--- src/rtl/viterbi_bmu_seq.sv ---
// viterbi_bmu_seq
// Branch-metric sequencer for the K=3, rate-1/2 hard-decision Viterbi decoder.
// Received 2-bit code symbols are queued in a small FIFO. Every 8-cycle slot
// takes one symbol and walks the 8 trellis transitions (4 states x 2 input
// bits). For each transition it presents the source state, the hypothesised
// input bit and the Hamming distance between received and expected code bits.
//
// Optional build macro: VITERBI_BMU_ERASURE_EN
//   defined   : FIFO stores {sym_erase, sym_data}; erased bits add 0 distance
//   undefined : FIFO stores sym_data only; sym_erase is ignored
//
// Ports
//   clk, rst_n        clock, asynchronous active-low reset
//   sym_valid/ready   upstream handshake (ready = FIFO not full)
//   sym_data[1:0]     received code bits, [1]=c0, [0]=c1
//   sym_erase[1:0]    per-bit erasure flags (erasure build only)
//   flush             synchronous clear of FIFO and current slot
//   currentState      trellis source state {s[1], s[0]} of current transition
//   inputBit          hypothesised input bit of current transition
//   hamming_dist      branch metric, 0..2
//   bm_valid          current slot carries a real symbol
//   bm_first/bm_last  first / last transition of a valid slot
//   fifo_level        entries currently held in the FIFO
module viterbi_bmu_seq #(
    parameter logic [2:0] G0         = 3'b111,
    parameter logic [2:0] G1         = 3'b101,
    parameter int         FIFO_DEPTH = 4
) (
    input  logic                          clk,
    input  logic                          rst_n,
    input  logic                          sym_valid,
    output logic                          sym_ready,
    input  logic [1:0]                    sym_data,
    input  logic [1:0]                    sym_erase,
    input  logic                          flush,
    output logic [1:0]                    currentState,
    output logic                          inputBit,
    output logic [2:0]                    hamming_dist,
    output logic                          bm_valid,
    output logic                          bm_first,
    output logic                          bm_last,
    output logic [$clog2(FIFO_DEPTH):0]   fifo_level
);

    localparam int AW = $clog2(FIFO_DEPTH);
    localparam int LW = AW + 1;

`ifdef VITERBI_BMU_ERASURE_EN
    localparam int SW = 4;
    logic [SW-1:0] wr_sym;
    assign wr_sym = {sym_erase, sym_data};
`else
    localparam int SW = 2;
    logic [SW-1:0] wr_sym;
    logic          unused_erase;
    assign wr_sym       = sym_data;
    assign unused_erase = ^sym_erase;
`endif

    logic [2:0]    step_q, step_d;
    logic          active_q, active_d;
    logic [SW-1:0] cur_sym_q, cur_sym_d;
    logic [AW-1:0] wr_ptr_q, wr_ptr_d;
    logic [AW-1:0] rd_ptr_q, rd_ptr_d;
    logic [LW-1:0] count_q, count_d;
    logic [SW-1:0] mem_q [FIFO_DEPTH];

    logic full;
    logic push;
    logic pop;
    logic slot_end;

    always_comb begin
        full     = (count_q == LW'(FIFO_DEPTH));
        push     = sym_valid && !full && !flush;
        slot_end = (step_q == 3'd7);
        // Pop decision uses the level before this edge, so a same-edge push
        // into an empty FIFO waits for the following slot.
        pop      = slot_end && (count_q != '0) && !flush;

        step_d    = step_q + 3'd1;
        wr_ptr_d  = wr_ptr_q;
        rd_ptr_d  = rd_ptr_q;
        count_d   = count_q;
        active_d  = active_q;
        cur_sym_d = cur_sym_q;

        if (flush) begin
            wr_ptr_d = '0;
            rd_ptr_d = '0;
            count_d  = '0;
            active_d = 1'b0;
        end else begin
            if (push) begin
                wr_ptr_d = wr_ptr_q + AW'(1);
            end
            if (slot_end) begin
                active_d = pop;
                if (pop) begin
                    cur_sym_d = mem_q[rd_ptr_q];
                    rd_ptr_d  = rd_ptr_q + AW'(1);
                end
            end
            case ({push, pop})
                2'b10:   count_d = count_q + LW'(1);
                2'b01:   count_d = count_q - LW'(1);
                default: count_d = count_q;
            endcase
        end
    end

    // step is free-running so the slot cadence stays locked to the PMU.
    always_ff @(posedge clk or negedge rst_n) begin
        if (!rst_n) begin
            step_q    <= '0;
            active_q  <= 1'b0;
            cur_sym_q <= '0;
            wr_ptr_q  <= '0;
            rd_ptr_q  <= '0;
            count_q   <= '0;
        end else begin
            step_q    <= step_d;
            active_q  <= active_d;
            cur_sym_q <= cur_sym_d;
            wr_ptr_q  <= wr_ptr_d;
            rd_ptr_q  <= rd_ptr_d;
            count_q   <= count_d;
        end
    end

    always_ff @(posedge clk) begin
        if (push) begin
            mem_q[wr_ptr_q] <= wr_sym;
        end
    end

    logic [1:0] code_bits;
    logic [1:0] diff;

    always_comb begin
        code_bits = {^(G0 & {step_q[0], step_q[2:1]}),
                     ^(G1 & {step_q[0], step_q[2:1]})};
        diff      = code_bits ^ cur_sym_q[1:0];
`ifdef VITERBI_BMU_ERASURE_EN
        diff      = diff & ~cur_sym_q[3:2];
`endif
    end

    assign currentState = step_q[2:1];
    assign inputBit     = step_q[0];
    assign hamming_dist = active_q ? ({2'b00, diff[1]} + {2'b00, diff[0]}) : 3'd0;
    assign bm_valid     = active_q;
    assign bm_first     = active_q && (step_q == 3'd0);
    assign bm_last      = active_q && slot_end;
    assign sym_ready    = !full;
    assign fifo_level   = count_q;

endmodule

--- config.mk ---
export PLATFORM = sky130hd
export DESIGN_NAME = viterbi_bmu_seq
export DESIGN_NICKNAME = d
export VERILOG_FILES = /design/src/rtl/viterbi_bmu_seq.sv
export SDC_FILE = /design/constraint.sdc
export NUM_CORES = 1
export LEC_CHECK = 0
export BUFFER_PORTS_ARGS = -buffer_cell sky130_fd_sc_hd__clkbuf_2
export CAP_MARGIN = 25
export CORE_UTILIZATION = 45
export DETAILED_ROUTE_END_ITERATION = 12
export PLACE_DENSITY = 0.73
export REMOVE_ABC_BUFFERS = 1
export SYNTH_ARGS = -nofsm -noshare
export SYNTH_HDL_FRONTEND = slang
export SYNTH_SLANG_ARGS = --single-unit
--- constraint.sdc ---
create_clock -name clk -period 5.04 [get_ports clk]
set_input_delay 0.252 -clock clk [delete_from_list [all_inputs] [get_ports clk]]
set_output_delay 0.252 -clock clk [all_outputs]
set_load 0.01 [all_outputs]
======== Word-level counts from Yosys, hierarchy flattened ========
Memory sizes are Yosys's and may differ from the RTL's. A register that Yosys moved wholly into a read port is not among the register bits.
Cells that the tools add are included.
W data, S select, Z words.
operators by class
  bitwise operators ....................... 2
  multiplexer cells ....................... 12
  add/subtract/negate cells ............... 6
  reductions and logical operators ........ 19
  equality and inequality tests ........... 4
operator list
  cell                   number
  $mux W2                6
  $add A3 B1 Y3 const B  2
  $eq A3 B3 Y1 const B   2
  $logic_and A1 B1 Y1    6
  $pmux W3 S2            1
  $reduce_bool A2 Y1     3
  $reduce_bool A3 Y1     2
  $reduce_xor A3 Y1      2
  $add A2 B1 Y2 const B  2
  $mux W1                4
  $logic_not A1 Y1       3
  $logic_not A3 Y1       1
  $mux W3                1
  $reduce_and A3 Y1      1
  $sub A3 B1 Y3 const B  1
  $add A1 B1 Y2          1
  $eq A2 B1 Y1 const B   1
  $eq A2 B2 Y1 const B   1
  $reduce_and A2 Y1      1
  $xor A2 B2 Y2          1
  $not A1 Y1             1
word-level totals
  register bits ........................... 11
  memories ................................ 1
  input bits .............................. 8
  output and inout bits ................... 13
  RAM bits ................................ 8
  logic and storage cells ................. 49
memory list
  name   depth  bits a word  rd ports  clocked after Yosys merged registers in  write ports  line  RTL
  mem_q  4      2            1         1                                        1            66    logic [SW-1:0] mem_q [FIFO_DEPTH];

======== Logic depth before layout (Yosys ltp) ========
Gate-level depths: netlist of run 1.
  depth in word-level cells ............... 7
  depth in mapped cells ................... 10
  gate-level depth less buffers ........... 9

======== Worst setup path before layout of run 1 ========
No wires, ideal clock.
  path type ............................... flip-flop to flip-flop
  start point ............................. reg step_q[1]
  end point ............................... reg count_q[1] (netlist: fifo_level[1])
  buffers on the path ..................... 1
  stages on the path, launching flop included .. 11
  setup slack ............................. 2.521 ns
  setup time .............................. 0.116 ns
  clock period less this slack ............ 2.519 ns
  arrival time ............................ 2.403 ns
  data required time ...................... 4.924 ns
  path through ............................ dfrtp_1 > ha_1 > ha_1 > buf_2 > o31ai_1 > nor2_1 > and2_1 > fa_1 > nor2b_1 > or4_1 > o311ai_0
between the ends
  word-level cells in the longest chain between the ends .. 6
  elaborated cells between the ends (all ways) .. 8
  those cells by class .................... 3 x eq/ne; 2 x mux; 3 x reduce/logical
RTL lines
  what                                          line  RTL
  start: declaration                            60    logic [2:0] step_q, step_d;
  start signal: assignment                      122   step_q <= step_d;
  $eq A3 B3 Y1 *                                76    slot_end = (step_q == 3'd7);
  $logic_and A1 B1 Y1 * (2 in a row)            79    pop = slot_end && (count_q != '0) && !flush;
  $eq A2 B1 Y1 or $eq A2 B2 Y1 (tied branches)  104   case ({push, pop})
  $pmux W3 S2                                   104
  $mux W3                                       88    if (flush) begin
  end signal: assignment                        127   count_q <= count_d;
  end: declaration                              65    logic [LW-1:0] count_q, count_d;
Mark *: on every way between the ends. The rest lies on a longest branch, timed or not.
A chain may end at the register's enable or synchronous reset.

======== Final worst setup path of run 1 ========
Ends and elaborated chain as after synthesis.

==> summary.txt, run 1 <==
Clock network
  – CTS tree: yes
  – H-tree Lvls: 1
  – Post-CTS resize count: 0
  – Root buffer cell: clkbuf_4
  – Sink Count: 21
  – CTS Buf Count: 3
  – Worst-path clk slew: roughly 0.12 ns
  – Worst-Skew Late Latency: approximately 0.30 ns
  – Clk buf depth: 2

Logic synthesis
  – Synth Register Bits: 21
  – Syn avg cell area: between 10 and 15 um^2
  – EDFF count, synth: 8
  – Share of flip-flops with an asynchronous set or reset: 61.9%
  – Fraction of the yosys area taken by sequential cells: about 47%
  – Yosys Warn Count: 0
  – Distinct cells, synth: 36
  – Mapped Area: between 1000 and 1500 um^2
  – Main synth FF type: dfrtp_1
  – Post-Synthesis Cells: ~110

STA
  – Final setup fails: 0
  – Pins Over Slew Limit: 0
  – Worst Clk Skew: ~0.0060 ns
  – Tmin final: about 2.7 ns
  – Hold Fails Final Rpt: 0
  – Maximum clock rate: 0.368 GHz
  – Rel. slew slack: 64.4%
  – Setup TNS Final: 0 ns
  – Post-route clock period utilization: 54.0%
  – Worst-margin pin slew: 0.533 ns
  – Unrepaired setup endpoints after global routing: false

GRT
  – Vias in the first global route: 768
  – Overflow after GRT: 0
  – Gr usage total: about 16%
  – First-pass GRT wire length: 3220 um
  – Largest net degree at the start of global routing: 15
  – Initial antenna violation count: 0

Die
  – Core ar.: 2500 um^2
  – Effective utilization at floorplan: between 40% and 50%
  – # rows: 18
  – Io pins: 21
  – Chip Height: 53.7 um
  – Die Footprint: between 2000 and 3000 um^2
  – Die width: 53.7 um

Routing
  – Antenna-violating nets left: 0
  – Vias per cell: 5.29
  – Routed WL: between 1500 and 2000 um
  – Average routed wire per standard cell: 13.3 um
  – DR pass1 iterations: 4
  – Iter 0 DRT Violations: 8
  – Via count: 793
  – DRC: 0

Worst setup path
  – Crit path DAT: approximately 2.9 ns
  – Reg2Reg Depth: 9
  – Critical path, cell by cell: ha_1 > ha_1 > o31ai_1 > nor2_1 > and2_1 > fa_1 > nor2b_1 > or4_1 > o311ai_0
  – Worst Setup Start Kind: flop
  – CP max FO: 13
  – Reg-to-reg startpoint: step_q[1]
  – Slowest-stage cell, CP: fa_1
  – WS Path Type: flop to flop
  – CP max stage delay: 0.54 ns
  – Worst Setup End Kind: flop
  – Worst Setup SP: step_q[1]
  – Cell mode on critical path: ha_1
  – Critical Path RT: 5.22 ns

Min path
  – Worst Hold Depth: 1
  – Min-delay worst type: input port to flop
  – Worst hold start: sym_data[0]

Place
  – Port Buf Inserts: 17
  – Dpl hpwl: roughly 1500 um
  – Routability Congestion: roughly 0.69
  – Area after DPL: about 1300 um^2

Cells and area
  – Syn-to-layout area delta: 9.76%
  – Fillers: around 240
  – Final Cell Area: about 1300 um^2
  – Layout cells sized above 1: around a quarter
  – Final Net Count: approximately 140
  – # diodes: 0

Power
  – Power Total: roughly 0.34 mW
  – Power density cells: around 260 nW/um^2
  – Leakage: approximately 0.57 nW
  – Peak VDD IR: about 150 uV

Job
  – Max-Cap Viols: 0

Outcome
  – Status: finished clean
==> sequential cells by signal (all words and copies together) (netlist names) <==
signal and flops:
mem_q 8, fifo_level 3, step_q 3, cur_sym_q 2
rd_ptr_q 2, wr_ptr_q 2, bm_valid 1
==> power by group <==
| group | leakage, nW | internal [mW] | switching [mW] |
|---|---|---|---|
| registers | 0.244 | 0.189 | 0.0164 |
| logic | 0.307 | 0.0295 | 0.0284 |
| clock network | 0.0177 | 0.0295 | 0.0497 |
==> final cells by class <==
cell class / count / area, um^2 / share of cell area [%]
inverter: 7 / 26.3 / 1.99
tap: 30 / 37.5 / 2.84
multi-input combinational: 70 / 571 / 43.1
timing repair buffer: 18 / 95.1 / 7.19
clock buffer: 3 / 22.5 / 1.70
clock inverter: 1 / 5.00 / 0.378
sequential: 21 / 566 / 42.8
==> synth_stat cells, types with 2 or more instances <==
cell type	count	area share (%)
nand2_1	3	0.93
ha_1	8	8.3
and2_1	8	4.2
o311ai_0	2	1.5
edfxtp_1	8	20
buf_2	4	1.7
nand3_1	2	0.83
inv_1	7	2.2
o21ai_0	3	1.2
a21oi_1	8	3.3
xnor2_1	3	2.2
nor2_1	6	1.9
xor2_1	4	2.9
mux2_2	2	1.9
dfrtp_1	13	27
mux4_2	2	3.7
nand2b_1	3	1.6
==> path summary, 6_finish.rpt <==
| check | to | slack [ns] |
|---|---|---|
| max reg2reg | fifo_level[1] | 2.32 |
| min reg2reg | step_q[0] | 0.52 |
| min in group asynchronous | rd_ptr_q[0] | 0.37 |
| max in group asynchronous | rd_ptr_q[1] | 4.42 |
| max | fifo_level[1] | 2.32 |
| min | mem_q[1][0] | 0.16 |
==> through the flow <==
stage,worst slack [ns],cells,hold WS [ns],util (%)
after floorplan,2.57,98,-0.0436,-
after global placement,2.40,145,0.166,51.4
after detailed placement,2.33,145,0.173,51.4
after CTS,2.28,150,0.157,52.9
after global routing,2.10,150,0.171,52.9
final,2.32,150,0.164,52.9
==> cells in the final DEF, fill, tap and decap left out, types with 2 or more instances in the layout <==
| cell type | n |
|---|---|
| nand3_1 | 2 |
| mux4_2 | 2 |
| a21oi_1 | 8 |
| and2_1 | 8 |
| o311ai_0 | 2 |
| mux2_2 | 2 |
| clkbuf_4 | 3 |
| ha_1 | 8 |
| o21ai_0 | 3 |
| clkbuf_2 | 17 |
| edfxtp_1 | 8 |
| dfrtp_1 | 13 |
| nand2b_1 | 3 |
| xor2_1 | 4 |
| xnor2_1 | 3 |
| nand2_1 | 3 |
| inv_1 | 7 |
| nor2_1 | 6 |
==> routing by layer <==
metal  global-route usage (%)  vias to the layer above  wire length [um]
met4                     6.58                        0                12
met2                     29.0                       13              1070
met5                        0                        -                 0
met1                     18.6                      385               865
li1                         -                      393                 -
met3                     2.54                        2                50
==> cell families (layout without fill, tap and decap cells) <==
| family | after synthesis | after routing | synth area share [%] |
|---|---|---|---|
| compound gates | 19 | 19 | 11.4 |
| mux | 5 | 5 | 6.44 |
| xor+xnor | 7 | 7 | 5.09 |
| other cells | 1 | 1 | 0.311 |
| fa+ha+maj | 9 | 9 | 9.97 |
| simple gates | 29 | 29 | 14.1 |
| buf+inv | 14 | 29 | 5.71 |
| flops | 21 | 21 | 46.9 |
==> worst max-delay path: cells and delay by family (launching register included) <==
kind	cells	cell delay, ns
AO/OA/AOI/OAI	2	0.31
adder cells (fa/ha/maj)	3	1.08
flip-flops	1	0.43
AND/OR/NAND/NOR	4	0.78
==> timing repair <==
action	in CTS	in global routing
hold buffers	1	0
buffers inserted	0	0
endpoints found under the hold margin	13	0
(Power assumes the default switching activity.)
==> inputs of run 2 (changes only) <==
--- a/config.mk
+++ b/config.mk
@@ -9,7 +9,7 @@
 export CAP_MARGIN = 25
 export CORE_UTILIZATION = 45
 export DETAILED_ROUTE_END_ITERATION = 12
-export PLACE_DENSITY = 0.73
+export PLACE_DENSITY = 0.76
 export REMOVE_ABC_BUFFERS = 1
 export SYNTH_ARGS = -nofsm -noshare
 export SYNTH_HDL_FRONTEND = slang
==> constraint.sdc (replaced) <==
create_clock -name clk -period 2.5 [get_ports clk]
set_input_delay 0.125 -clock clk [delete_from_list [all_inputs] [get_ports clk]]
set_output_delay 0.125 -clock clk [all_outputs]
set_load 0.01 [all_outputs]
==> run 2 against run 1 <==
Power is 110% higher. Non-clock buffer count is 8 higher. Count of clock-buffer cells in the layout stayed put. Global-route usage is 1.0 points higher. Via count is 4.5% higher. Critical path depth stayed put. Final area is 6.1% higher. Clock skew is 0.0039 ns lower. Combinational power is 150% higher. Clock power is 110% higher. Flip-flop and latch count stayed put. First-iteration DRC count is 88% higher. Critical path type unchanged.
==> summary.txt, run 2 (synthesized netlist as in run 1, its figures left out) <==
Routing
  – Routed WL: about 2300 um
  – Top Metal Used: met3
  – Antenna-violating nets left: 0
  – Iter 0 DRT Violations: 15
  – Average routed wire per standard cell: roughly 14 um
  – Via count: 829
  – DR pass1 iterations: 4
  – Met2 WL: between 1000 and 1500 um
  – DRC: 0
  – WL met3: 75 um
  – Vias per cell: about 5.2
  – M1 WL: roughly 960 um

Clock network
  – Root buffer cell: clkbuf_4
  – Sink Count: 21
  – Clk buf depth: 2
  – H-tree Lvls: 1
  – CTS tree: yes
  – CTS Buf Count: 3
  – Worst-Skew Late Latency: around 0.30 ns
  – Worst-path clk slew: between 0.1 and 0.15 ns

STA
  – Post-route clock period utilization: approximately 94%
  – Worst Clk Skew: ~0.002 ns
  – Hold Fails Final Rpt: 0
  – Setup TNS Final: 0 ns
  – Tmin final: between 2 and 2.5 ns
  – Unrepaired setup endpoints after global routing: false
  – Rel. slew slack: 64.1%
  – Final setup fails: 0
  – Pins Over Slew Limit: 0
  – Worst-margin pin slew: 0.538 ns
  – Final WS setup: 0.147 ns
  – Maximum clock rate: around 0.43 GHz

Die
  – Effective utilization at floorplan: roughly half
  – Die Footprint: 2890 um^2
  – Chip Height: roughly 54 um
  – # rows: 18
  – Io pins: 21
  – Die width: approximately 54 um
  – Core ar.: 2500 um^2

Cells and area
  – Final Net Count: about 150
  – Largest register FFs: 8
  – # diodes: 0
  – Most frequent cells in the layout: 17 x clkbuf_2, 13 x dfrtp_1
  – Biggest register: mem_q
  – Multi-input logic area: approximately 590 um^2
  – Layout cells sized above 1: between 30% and 40%
  – Fillers: ~230
  – Syn-to-layout area delta: 16.5%
  – Commonest non-fill, non-tap cell in the layout: clkbuf_2
  – FF+latch area: between 500 and 600 um^2

Place
  – Routability Congestion: a little over 0.7
  – Port Buf Inserts: 17
  – DP Worst Slack: ~0.037 ns
  – Dpl hpwl: approximately 1700 um

GRT
  – Initial antenna violation count: 0
  – Vias in the first global route: about 790
  – Largest net degree at the start of global routing: 14
  – Gr usage total: about 17%
  – First-pass GRT wire length: around 3500 um
  – Overflow after GRT: 0

Worst setup path
  – Critical path, cell by cell: ha_2 > ha_2 > o31ai_4 > nor2_2 > and2_1 > fa_1 > nor2b_1 > or4_1 > o311ai_0
  – WS Path Type: flop to flop
  – Crit path DAT: between 2 and 3 ns
  – Worst Setup End Kind: flop
  – Slowest-stage cell, CP: fa_1
  – Critical Path RT: 2.70 ns
  – Cell mode on critical path: ha_2
  – CP max FO: 3
  – CP max stage delay: approximately 0.56 ns
  – Worst Setup Start Kind: flop

Power
  – Leakage: about 0.60 nW
  – Power density cells: approximately 500 nW/um^2
  – Reg power frac: a little under three fifths
  – Psw: between 0.2 and 0.25 mW
  – Switching part of the total: roughly 28%
  – Peak VDD IR: between 200 and 300 uV
  – Clock power share: a little under a quarter
  – Comb pwr share: about a fifth
  – Pint: around 0.51 mW

Job
  – Max-Cap Viols: 0

Outcome
  – Status: finished clean

Min path
  – Min-delay worst type: input port to flop
==> run 2: critical path: cells and delay by family (launching register included) <==
kind | cells | cell delay (ns)
adders and majority gates | 3 | 0.94
DFF | 1 | 0.41
AOI/OAI and AO/OA | 2 | 0.19
and+or+nand+nor | 4 | 0.71
==> run 2: path summary, 6_finish.rpt <==
kind,slack (ns),depth (start not counted),startpoint,end
worst max-delay path,0.15,9,step_q[1],fifo_level[1]
worst min-delay path,0.05,1,sym_data[1],mem_q[0][1]
worst max register to register,0.15,9,step_q[1],fifo_level[1]
worst min register to register,0.49,1,step_q[0],step_q[0]
max in group asynchronous,1.99,2,rst_n,fifo_level[0]
min in group asynchronous,0.25,2,rst_n,step_q[0]
==> run 2: timing repair <==
| action | in CTS | in global routing |
|---|---|---|
| buffers inserted | 1 | 2 |
| hold endpoints to repair | 13 | 0 |
| hold buffers | 1 | 0 |
| pin swaps | 0 | 2 |
| resized for setup | 0 | 5 |
| setup endpoints to repair | 1 | 1 |
==> run 2: layout make-up <==
type                            count  area share [%]
Multi-Input combinational cell     70            42.2
Sequential cell                    21            40.3
Timing Repair Buffer               26            11.1
Tap cell                           30            2.67
Inverter                            7            1.87
Clock buffer                        3            1.60
Clock inverter                      1           0.357
==> run 2: metal layers <==
layer / vias to the layer above / global-route usage, %
li1: 411 / -
met1: 399 / 21.7
met2: 19 / 29.6
met3: 0 / 2.54
met4: 0 / 5.26
met5: - / 0
==> run 2: power groups by stage <==
stage	logic (mW)	clock network [mW]	registers, mW
after floorplan	0.0752	0	0.417
final	0.143	0.163	0.401
after global placement	0.133	0	0.404
after global routing	0.162	0.181	0.405
after detailed placement	0.142	0	0.406
after CTS	0.144	0.168	0.399
==> run 2: through the flow <==
stage / std cells / power [mW] / instance area, um^2 / util [%] / hold slack (ns)
after floorplan: 98 / 0.492 / 1160 / - / -0.171
after global placement: 150 / 0.537 / 1320 / 52.9 / 0.0374
after detailed placement: 150 / 0.549 / 1320 / 52.9 / 0.0485
after CTS: 156 / 0.711 / 1370 / 54.7 / 0.0390
after global routing: 158 / 0.748 / 1400 / 56.2 / 0.0365
final: 158 / 0.707 / 1400 / 56.2 / 0.0451
